===== src/rtl/assertion_violation_reporter.sv =====
// assertion_violation_reporter
// Receives the assertion fabric's per-assertion violation levels and finds rising edges.
// It keeps a sticky pending mask and an irq for software.
// Each new violation is queued as one {id, timestamp} event in a small show-ahead FIFO,
// which a downstream consumer drains with a valid/ready handshake.
module assertion_violation_reporter #(
  parameter int NUM_ASSERTS = 32,
  parameter int FIFO_DEPTH  = 4,
  parameter int TS_WIDTH    = 16,
  localparam int ID_W  = $clog2(NUM_ASSERTS),
  localparam int PTR_W = $clog2(FIFO_DEPTH),
  localparam int CNT_W = $clog2(FIFO_DEPTH + 1)
) (
  input  logic                   clk,
  input  logic                   rst,
  input  logic                   enable,
  input  logic                   assertionViolated,
  input  logic [NUM_ASSERTS-1:0] assertionsViolated,
  input  logic                   clearStrobe,
  input  logic [NUM_ASSERTS-1:0] clearMask,
  output logic                   evtValid,
  input  logic                   evtReady,
  output logic [ID_W-1:0]        evtId,
  output logic [TS_WIDTH-1:0]    evtTime,
  output logic [NUM_ASSERTS-1:0] pending,
  output logic                   irq,
  output logic [7:0]             dropCount
);

  logic [NUM_ASSERTS-1:0] prev_q, prev_d;
  logic [NUM_ASSERTS-1:0] pending_q, pending_d;
  logic [NUM_ASSERTS-1:0] to_send_q, to_send_d;
  logic [TS_WIDTH-1:0]    ts_q, ts_d;
  logic [PTR_W-1:0]       wr_ptr_q, wr_ptr_d;
  logic [PTR_W-1:0]       rd_ptr_q, rd_ptr_d;
  logic [CNT_W-1:0]       count_q, count_d;
  logic [7:0]             drop_q, drop_d;
  logic                   irq_q, irq_d;
  logic [ID_W-1:0]        mem_id_q [FIFO_DEPTH];
  logic [ID_W-1:0]        mem_id_d [FIFO_DEPTH];
  logic [TS_WIDTH-1:0]    mem_ts_q [FIFO_DEPTH];
  logic [TS_WIDTH-1:0]    mem_ts_d [FIFO_DEPTH];

  logic [NUM_ASSERTS-1:0] rise_s;
  logic [NUM_ASSERTS-1:0] clr_s;
  logic [NUM_ASSERTS-1:0] grant_s;
  logic [ID_W-1:0]        grant_idx_s;
  logic                   full_s;
  logic                   push_s;
  logic                   pop_s;
  logic                   merged_s;

  // Edge detection and lowest-index grant of pending-to-enqueue violations
  always_comb begin
    rise_s      = '0;
    clr_s       = '0;
    grant_s     = '0;
    grant_idx_s = '0;
    full_s      = (count_q == CNT_W'(FIFO_DEPTH));
    if (enable && assertionViolated) begin
      rise_s = assertionsViolated & ~prev_q;
    end else begin
      rise_s = '0;
    end
    if (clearStrobe) begin
      clr_s = clearMask;
    end else begin
      clr_s = '0;
    end
    // Full is judged on the registered count, so a same-cycle pop never opens a slot
    if ((to_send_q != '0) && !full_s) begin
      // Descending scan leaves the lowest set index in grant_idx_s
      for (int i = NUM_ASSERTS - 1; i >= 0; i--) begin
        grant_idx_s = to_send_q[i] ? ID_W'(i) : grant_idx_s;
      end
      grant_s[grant_idx_s] = 1'b1;
    end else begin
      grant_s     = '0;
      grant_idx_s = '0;
    end
    push_s   = |grant_s;
    pop_s    = (count_q != '0) && evtReady;
    // A rise on a bit still waiting to be enqueued folds into the waiting event
    merged_s = |(rise_s & to_send_q & ~grant_s);
  end

  // Next-state computation for masks, timestamp, FIFO bookkeeping and counters
  always_comb begin
    prev_d    = assertionsViolated;
    pending_d = (pending_q & ~clr_s) | rise_s;
    to_send_d = (to_send_q & ~grant_s) | rise_s;
    irq_d     = |pending_q;
    mem_id_d  = mem_id_q;
    mem_ts_d  = mem_ts_q;
    if (enable) begin
      ts_d = ts_q + TS_WIDTH'(1);
    end else begin
      ts_d = ts_q;
    end
    if (merged_s && (drop_q != 8'hFF)) begin
      drop_d = drop_q + 8'd1;
    end else begin
      drop_d = drop_q;
    end
    if (push_s) begin
      wr_ptr_d           = wr_ptr_q + PTR_W'(1);
      mem_id_d[wr_ptr_q] = grant_idx_s;
      mem_ts_d[wr_ptr_q] = ts_q;
    end else begin
      wr_ptr_d = wr_ptr_q;
    end
    if (pop_s) begin
      rd_ptr_d = rd_ptr_q + PTR_W'(1);
    end else begin
      rd_ptr_d = rd_ptr_q;
    end
    case ({push_s, pop_s})
      2'b10:   count_d = count_q + CNT_W'(1);
      2'b01:   count_d = count_q - CNT_W'(1);
      default: count_d = count_q;
    endcase
  end

  // State registers, all cleared by the asynchronous reset
  always_ff @(posedge clk or negedge rst) begin
    if (!rst) begin
      prev_q    <= '0;
      pending_q <= '0;
      to_send_q <= '0;
      ts_q      <= '0;
      wr_ptr_q  <= '0;
      rd_ptr_q  <= '0;
      count_q   <= '0;
      drop_q    <= 8'd0;
      irq_q     <= 1'b0;
      for (int i = 0; i < FIFO_DEPTH; i++) begin
        mem_id_q[i] <= '0;
        mem_ts_q[i] <= '0;
      end
    end else begin
      prev_q    <= prev_d;
      pending_q <= pending_d;
      to_send_q <= to_send_d;
      ts_q      <= ts_d;
      wr_ptr_q  <= wr_ptr_d;
      rd_ptr_q  <= rd_ptr_d;
      count_q   <= count_d;
      drop_q    <= drop_d;
      irq_q     <= irq_d;
      mem_id_q  <= mem_id_d;
      mem_ts_q  <= mem_ts_d;
    end
  end

  // Show-ahead head; id/time read as zero whenever the FIFO is empty
  always_comb begin
    evtValid = (count_q != '0);
    if (evtValid) begin
      evtId   = mem_id_q[rd_ptr_q];
      evtTime = mem_ts_q[rd_ptr_q];
    end else begin
      evtId   = '0;
      evtTime = '0;
    end
    pending   = pending_q;
    irq       = irq_q;
    dropCount = drop_q;
  end

endmodule


===== config.mk =====
export PLATFORM = sky130hd
export DESIGN_NAME = assertion_violation_reporter
export DESIGN_NICKNAME = d
export VERILOG_FILES = /design/src/rtl/assertion_violation_reporter.sv
export SDC_FILE = /design/constraint.sdc
export NUM_CORES = 1
export LEC_CHECK = 0
export ABC_AREA = 1
export CAP_MARGIN = 40
export CORE_MARGIN = 2
export CORE_UTILIZATION = 44
export DETAILED_ROUTE_END_ITERATION = 10
export PLACE_DENSITY = 0.68
export SETUP_SLACK_MARGIN = 0.02
export SLEW_MARGIN = 5
export SYNTH_ARGS = -nofsm -noshare
export SYNTH_HDL_FRONTEND = slang
export SYNTH_SLANG_ARGS = --single-unit

===== constraint.sdc =====
create_clock -name clk -period 3 [get_ports clk]
set_input_delay 0.75 -clock clk [delete_from_list [all_inputs] [get_ports clk]]
set_output_delay 0.75 -clock clk [all_outputs]
set_load 0.03 [all_outputs]

* After elaboration in Yosys (flattened, before gate mapping)
Cells that the tools add are included.
** Cells by class
- Add/sub/neg operators :: 6
- Multiply operators :: 0
- Div/mod/pow operators :: 0
- $lt $le $gt $ge :: 5
- Equality and inequality tests :: 4
- Shift operators :: 0
- Mux-type cells :: 53
- Bitwise gates (word level) :: 12
- Reductions and logical operators :: 13
** Operator list (number)
- $mux 5 :: 37
- $and 32x32->32 :: 5
- $mux 32 :: 3
- $not 32->32 :: 3
- $reduce_or 32->1 :: 3
- $bwmux 64 :: 1
- $mux 16 :: 4
- $or 32x32->32 :: 2
- $bmux 16 s2 :: 1
- $demux 16 s2 :: 1
- $reduce_bool 32->1 :: 1
- $bwmux 20 :: 1
- $add 16x1->16 const B :: 1
- $bmux 5 s2 :: 1
- $demux 5 s2 :: 1
- $add 8x1->8 const B :: 1
- $ne 8x8->1 const B :: 1
- $ge 3x3->1 const B :: 2
- $logic_and 1x1->1 :: 6
- $lt 5x6->1 const B :: 1
- $not 2->3 :: 2
- $pmux 3 s2 :: 1
- $demux 1 s5 :: 1
- $ge 5x1->1 const B :: 1
- 11 further kinds :: 12
** Word-level totals
- Register bits after elaboration :: 212
- Bits in latches :: 0
- RAM bits :: 0
- Bits in read-only memories :: 0
- Output and inout port bits :: 63
- Logic and storage cells :: 110
- Memories kept :: 0

* Depth between registers and ports, before layout
Gate-level depths: netlist of the first run.
- Depth in word-level cells :: 41
- Gate-level depth with buffers :: 42
- Gate-level depth less buffers :: 42

* Worst setup path before layout of the first run
No wires, ideal clock.
- Kind :: register to register
- From :: register to_send_q[30]
- To :: register drop_q[2], in the netlist dropCount[2]
- Library setup time :: 0.118 ns
- Arrival time :: 2.600 ns
- Data required time :: 2.882 ns
- Setup slack :: 0.282 ns
- Stages on the path, launching flop included :: 43
- Buffers on the path :: 0
- Path through :: dfrtp_1 -> inv_1 -> nand2_1 -> nand2_1 -> nand2_1 -> nand2_1 -> nand2_1 -> nand2_1 -> nand2_1 -> nand2_1 -> nand2_1 -> nand2_1 -> nand2_1 -> nand2_1 -> nand2_1 -> nand2_1 -> nand2_1 -> nand2_1 -> [... 7 more ...] -> nand2_1 -> nand2_1 -> nand2_1 -> nand2_2 -> nand2_4 -> nand2_8 -> nand2_8 -> nand3_1 -> nand2_1 -> nand2_1 -> inv_2 -> nand2_1 -> nor2_1 -> nand2_1 -> nor2_1 -> nand2_2 -> nand3_1 -> nand2_1
** On the way
- Cells in the longest elaborated chain, start to end :: 40
- Elaborated cells on any way between the ends :: 44
** RTL lines
- from (decl) :: line 32 : logic [NUM_ASSERTS-1:0] to_send_q, to_send_d;
- from (signal assigned) :: line 143 : to_send_q <= to_send_d;
- $mux 5 (31 in a row) :: line 74 : grant_idx_s = to_send_q[i] ? ID_W'(i) : grant_idx_s;
- $lt 5x6->1 (implied by the code) or $ge 5x1->1 (tied branches) :: line 76 : grant_s[grant_idx_s] = 1'b1;
- $logic_and 1x1->1 (implied by the code) :: line 76
- $mux 1 (implied by the code) :: line 76
- $demux 1 s5 :: line 76
- $mux 32 :: line 71 : if ((to_send_q != '0) && !full_s) begin
- $not 32->32 :: line 84 : merged_s = |(rise_s & to_send_q & ~grant_s);
- $and 32x32->32 (*) :: line 84
- $reduce_or 32->1 (*) :: line 84
- $logic_and 1x1->1 (*) :: line 100 : if (merged_s && (drop_q != 8'hFF)) begin
- to (signal assigned) :: line 148 : drop_q <= drop_d;
- to (decl) :: line 37 : logic [7:0] drop_q, drop_d;
Every way passes the cells marked *; elsewhere a longest branch is shown, timed or not.
A chain may end at the register's enable or synchronous reset.

* Worst setup path after layout of the first run
- From :: register to_send_q[29]
- To :: register drop_q[1], in the netlist dropCount[1]
** On the way
- Cells in the longest elaborated chain, start to end :: 39
- Elaborated cells on any way between the ends :: 43
** RTL lines (line)
- $mux 5 (30 in a row) :: 74
- $lt 5x6->1 (implied by the code) or $ge 5x1->1 (tied branches) :: 76
- $logic_and 1x1->1 (implied by the code) :: 76
- $mux 1 (implied by the code) :: 76
- $demux 1 s5 :: 76
- $mux 32 :: 71
- $not 32->32 :: 84
- $and 32x32->32 (*) :: 84
- $reduce_or 32->1 (*) :: 84
- $logic_and 1x1->1 (*) :: 100
Marked as above.

==> run metrics, run 1 <==
synthesized instance count 1,255; Worst Hold Class in2async; layout cells sized above 1 0.148; XOR/XNOR share of the synthesized area 0.0201; final wirelength 26.6 mm; Synth Area in Simple Gates 0.284; count of pins over their slew limit 0; IO Count 133; initial antenna violation count 0; setup TNS -1.98 ns; clock sink total 212; RSZ-0062 raised after global routing true; ANT nets after route 0; number of synthesized flops with an enable pin 0; drt wl/cell 14.9 um; top-area cell type share of the netlist area 0.529; post-synthesis async set-or-reset flop share 1.00; Residual DRC 0; Root Buffer clkbuf_16; worst path required time 3.45 ns; vias in the first global route 8,832; Yosys reg bits 212; Synth Cell Area 10,000 um2; Peak Freq 306 MHz; Vert. Die Dim 155 um; fin worst setup slack -0.268 ns; first-pass iteration count of the detailed router 5; Final #Nets 1,564; compound-cell area share of the yosys netlist 0.0838; Inserted Clock Buffers 23; top-count cell post-synth nand2_1; Initial Util 0.445; Yosys Warn Count 0; Ant. Diodes 0; period utilisation layout 1.09; buffer levels on the longest clock path 3; max-cap violation count 0; largest net degree at the start of global routing 63; first-pass GRT wire length 44.3 mm; Fill cells 2,016; die footprint 24,000 um2; RR Endpoint dropCount[1]; CTS Hold Buffers Added 0; Via Count 8,893; adder-cell share of the synthesized area 0.0107; Mapped Avg Cell Area 7.98 um2; H-tree levels 1; DP HPWL 19.1 mm; skew final 0.0113 ns; mux share of post-synthesis cell area 0; final setup fails 8; Die X 155 um; Critical Path Sink Type flip-flop; GP Congestion 0.916; worst reg2reg path startpoint to_send_q[29]; Total Routing Usage GR 0.226; Mapped Nets 1,333; Static Leak 6.74 nW; Crit Path Class reg2reg; status finished with violations; sequential share of the synthesized area 0.529; crit path time final 3.27 ns; Yosys cell types 35; synth-to-layout area growth 34.8%; Yosys top cell by area dfrtp_1; VDD IR-drop max 0.441 mV; Hold Slack 0.219 ns; Clock Pin Slew Worst Setup and Hold Paths 0.06 ns; Worst Setup EP dropCount[1]; FF-to-FF path depth 25; Post-synth top cells nand2_1, dfrtp_1, inv_1; Final Hold Fails 0; Port Buf Inserts 132; Skew-Pair Late Insertion Delay 0.51 ns; relative slew slack 0.606; CTS tree built; CP startpoint to_send_q[29]; largest family of logic cells by synthesized area simple AND/OR/NAND/NOR gates; crit-path max FO 9; via density per instance 4.98; Pwr Density 966 nW/um2; num rows 55; CORE AREA 22,500 um2; failing checks setup timing; critical path arrival 3.71 ns; Area contributors post-synth dfrtp_1, nand2_1, o21ai_0; total congestion overflow 0; DR iter-0 viols 469; main flop type after synthesis dfrtp_1; Worst Setup Start Kind flip-flop; reg2reg setup slack -0.27 ns; worst-margin pin slew 0.586 ns
-- worst min-delay path by stage --
stage	start	end
2_1_floorplan	prev_q[0]	pending[0]
3_3_place_gp	prev_q[0]	pending[0]
3_5_place_dp	ts_q[14]	ts_q[14]
4_1_cts	rst	mem_ts_q[22]
5_1_grt	rst	mem_ts_q[22]
6_report	rst	mem_ts_q[23]
-- critical path: stages, from the launching register on --
cell	delay (ns)
dfrtp_1	0.39
buf_4	0.15
o311ai_1	0.33
nand3_1	0.13
nand3_1	0.09
nand3_1	0.06
nand2_1	0.06
nand2_1	0.09
nand2_1	0.07
nand2_1	0.05
nand2_1	0.06
nand2_1	0.05
nand2_1	0.05
nand2_1	0.04
nand3_1	0.07
nand2_2	0.06
inv_2	0.15
buf_4	0.16
nand4_1	0.15
nand3_1	0.21
nand4_1	0.12
nor2_1	0.14
nand2_1	0.11
o21bai_4	0.26
nand2_1	0.09
nand2_1	0.07
-- timing repair --
item / CTS / global route
pin swaps: 10 / 20
gates cloned: 2 / 0
gates resized for setup: 29 / 40
buffers inserted: 6 / 9
setup endpoints to repair: 18 / 28
-- area by class of cell --
type | count | area (um2) | share of cell area
Timing Repair Buffer | 241 | 2250 | 0.167
Multi-Input combinational cell | 855 | 4180 | 0.310
Tap cell | 285 | 357 | 0.0264
Clock buffer | 33 | 653 | 0.0484
Inverter | 153 | 574 | 0.0425
Clock inverter | 8 | 180 | 0.0133
Sequential cell | 212 | 5310 | 0.393
-- sequential cells by signal (all words and copies together) (netlist names) --
register / flops
irq: 1
prev_q: 32
rd_ptr_q: 2
wr_ptr_q: 2
ts_q: 16
count_q: 3
dropCount: 8
to_send_q: 32
pending: 32
mem_ts_q: 64
mem_id_q: 20
-- logic make-up after synthesis --
| kind of cell | count (synthesis) |
|---|---|
| AND/OR/NAND/NOR | 659 |
| flip-flops | 212 |
| XOR/XNOR | 23 |
| AO/OA/AOI/OAI | 163 |
| buffers and inverters | 190 |
| adder cells (fa/ha/maj) | 8 |
-- power by group --
part	total [mW]	switching (mW)	internal, mW
Sequential	4.08	0.477	3.60
Clock	3.09	1.14	1.95
Combinational	5.88	3.66	2.22
-- layer usage --
metal,wire length [um],vias up,global-route usage
li1,-,4431,-
met1,11800,4226,0.299
met2,13200,190,0.395
met3,1100,46,0.0315
met4,493,0,0.0538
met5,0,-,0
-- cells in the final DEF (no fill, tap or decap), types with 2 or more instances in the layout --
master           Yosys  routed
nand2_1            370     354
dfrtp_1            212     212
inv_1              147     147
nor2_1             135     130
o21ai_0            127     125
clkdlybuf4s50_1      0     110
buf_4                1      99
nand3_1             57      47
nor3_1              35      34
a21oi_1             30      30
clkbuf_16            0      23
nand4_1             20      20
xor2_1              19      19
nand2_2              5      18
nand3_2              9      15
buf_6                1      14
nor4_1              13      11
buf_12               0       8
nor2_2               3       7
ha_1                 7       7
dlygate4sd2_1        0       7
nand2_4              1       6
clkbuf_1            33       6
nand3_4              1       5
nand3b_1             5       5
bufinv_16            0       5
clkbuf_8             0       5
xnor2_1              4       4
inv_2                3       3
nand2_8              3       3
clkinv_1             3       3
o21ai_1              1       3
nor4_2               0       2
or2_2                2       2
-- stage by stage --
stage          setup slack (ns)   util  total power, mW  instances  instance area, um2
5_1_grt                  -0.646  0.600             14.0       1787               13500
2_1_floorplan             0.282      -             7.45       1255               10000
6_report                 -0.268  0.600             13.0       1787               13500
4_1_cts                  -0.238  0.594             13.0       1785               13400
3_3_place_gp             -0.272  0.550             9.64       1736               12400
3_5_place_dp             -0.299  0.550             9.78       1736               12400
No activity file was read; power rests on OpenSTA's default activity.
==> inputs of run 2 (changes only) <==
--- a/config.mk
+++ b/config.mk
@@ -11,7 +11,7 @@
 export CORE_UTILIZATION = 44
 export DETAILED_ROUTE_END_ITERATION = 10
 export PLACE_DENSITY = 0.68
-export SETUP_SLACK_MARGIN = 0.02
+export RECOVER_POWER = 50
 export SLEW_MARGIN = 5
 export SYNTH_ARGS = -nofsm -noshare
 export SYNTH_HDL_FRONTEND = slang
==> run 2 against run 1 <==
- the run ends with capacitance limit, slew limit, setup timing left
- via count is 0.36% lower
- sequential power barely moved
- design area down 0.51%
- sequential cell count unchanged
- power decreased by 0.48%
- fmax increased by 0.51%
- setup slack improved by 0.017 ns
- first-iteration DRC count shrank 3.4%
- critical endpoint unchanged
==> run metrics, run 2 (same netlist as run 1, synthesis figures left out) <==
worst-margin pin slew 1.58 ns; CP peak stage delay 0.38 ns; synth-to-layout area growth 34.1%; CTS tree built; Root Buffer clkbuf_16; ANT nets after route 0; DP HPWL 19.1 mm; Total Routing Usage GR 0.226; status finished with violations; DR iter-0 viols 453; crit-path max FO 9; Residual DRC 0; drt wl/cell 14.9 um; max reg flops 64; Hold Crit Endpoint ts_q[15]; crit path time final 3.25 ns; Ant. Diodes 0; Worst Setup Start Kind flip-flop; IO Count 133; Crit Path Class reg2reg; buffer levels on the longest clock path 3; CORE AREA 22,500 um2; final setup fails 8; first-pass GRT wire length 44.3 mm; count of pins over their slew limit 63; CTS Hold Buffers Added 0; die footprint 24,000 um2; clock sink total 212; fin worst setup slack -0.251 ns; dpl cells 1,736; Hold Slack 0.465 ns; critical path arrival 3.70 ns; total congestion overflow 0; Reg with most FFs mem_ts_q; hold_sp ts_q[15]; RSZ-0062 raised after global routing true; flip-flop and latch area 5310 um2; Most Frequent Cell on Critical Path nand2_1; period utilisation layout 1.08; VDD IR-drop max 0.441 mV; worst path required time 3.44 ns; worst reg2reg path startpoint to_send_q[30]; layout cells sized above 1 0.145; largest net degree at the start of global routing 63; Worst Hold Class reg2reg; busiest grt layer met2; Critical Path Sink Type flip-flop; commonest non-fill, non-tap cell in the layout nand2_1; relative slew slack -0.0535; Port Buf Inserts 132; FF-to-FF path depth 26; WP buf/inv 3; Final Hold Fails 0; first-pass iteration count of the detailed router 5; Clock Pin Slew Worst Setup and Hold Paths 0.06 ns; H-tree levels 1; skew final 0.0103 ns; final wirelength 26.6 mm; Vert. Die Dim 155 um; Inserted Clock Buffers 23; met3 usage 0.0315; Skew-Pair Late Insertion Delay 0.51 ns; Via Count 8,861; met1 GRT Util 0.299; num rows 55; initial antenna violation count 0; max-cap violation count 1; Die X 155 um; Static Leak 6.73 nW; vias in the first global route 8,832; grt met2 use 0.395; Final #Nets 1,563; Pwr Density 966 nW/um2; Initial Util 0.445; RR Endpoint dropCount[1]; reg2reg setup slack -0.25 ns; slowest CP cell dfrtp_1; WHS Path Cells 1; Fill cells 2,034; Multi-input gate area 4180 um2; Layout Cells excl Fill 1,786; GP Congestion 0.916; Power, Total 13.0 mW; most frequent cells in the layout nand2_1, dfrtp_1, inv_1, nor2_1, o21ai_0; via density per instance 4.96; Top delay family on crit path simple AND/OR/NAND/NOR gates; failing checks capacitance limit, slew limit, setup timing; Peak Freq 308 MHz
==> run 2: metal layers <==
metal | up-vias | part of all wire
met5 | - | 0
met2 | 213 | 0.49
met1 | 4176 | 0.44
met3 | 44 | 0.046
met4 | 0 | 0.019
li1 | 4428 | -
==> run 2: worst max path at each step <==
stage,from,end,cells after the start
floorplan,to_send_q[30],dropCount[2],42
global placement,to_send_q[27],dropCount[3],23
detailed placement,to_send_q[27],dropCount[1],21
CTS,to_send_q[31],dropCount[1],40
global route,to_send_q[30],dropCount[4],40
finish,to_send_q[30],dropCount[1],26
==> run 2: cell type report <==
cell class,count,share of cell area
Clock inverter,8,0.0134
Sequential cell,212,0.395
Tap cell,285,0.0265
Multi-Input combinational cell,855,0.311
Inverter,153,0.0427
Timing Repair Buffer,240,0.163
Clock buffer,33,0.0486
==> run 2: through the flow <==
step / area, um2 / setup slack, ns / TNS (ns) / utilization
floorplan: 10000 / 0.282 / 0 / -
global placement: 12400 / -0.272 / -2.14 / 0.550
detailed placement: 12400 / -0.299 / -2.23 / 0.550
CTS: 13400 / -0.238 / -1.72 / 0.594
global route: 13400 / -0.653 / -6.17 / 0.597
finish: 13400 / -0.251 / -1.85 / 0.597
==> run 2: power breakdown <==
group          internal (mW)  leakage [nW]  total [mW]  switching [mW]
clock network           1.95         0.405        3.08            1.13
registers               3.60          2.55        4.08           0.477
logic                   2.18          3.78        5.82            3.65
==> run 2: what timing repair did <==
item	CTS	global route
gates resized for setup	28	34
buffers inserted	6	8
pin swaps	10	17
cloned	2	0
endpoints found under the setup margin	17	24
==> run 2: worst register-to-register path: cells and delay by family (launching register included) <==
family | cells | cell delay (ns)
AND/OR/NAND/NOR | 21 | 1.82
AO/OA/AOI/OAI | 2 | 0.54
buffers and inverters | 3 | 0.42
flip-flops | 1 | 0.38
==> inputs of run 3 (changes only) <==
--- a/config.mk
+++ b/config.mk
@@ -6,6 +6,7 @@
 export NUM_CORES = 1
 export LEC_CHECK = 0
 export ABC_AREA = 1
+export ABC_CLOCK_PERIOD_IN_PS = 3000
 export CAP_MARGIN = 40
 export CORE_MARGIN = 2
 export CORE_UTILIZATION = 44
==> results of run 3 <==
The final DEF is identical to that of run 2; final timing and power are the same.
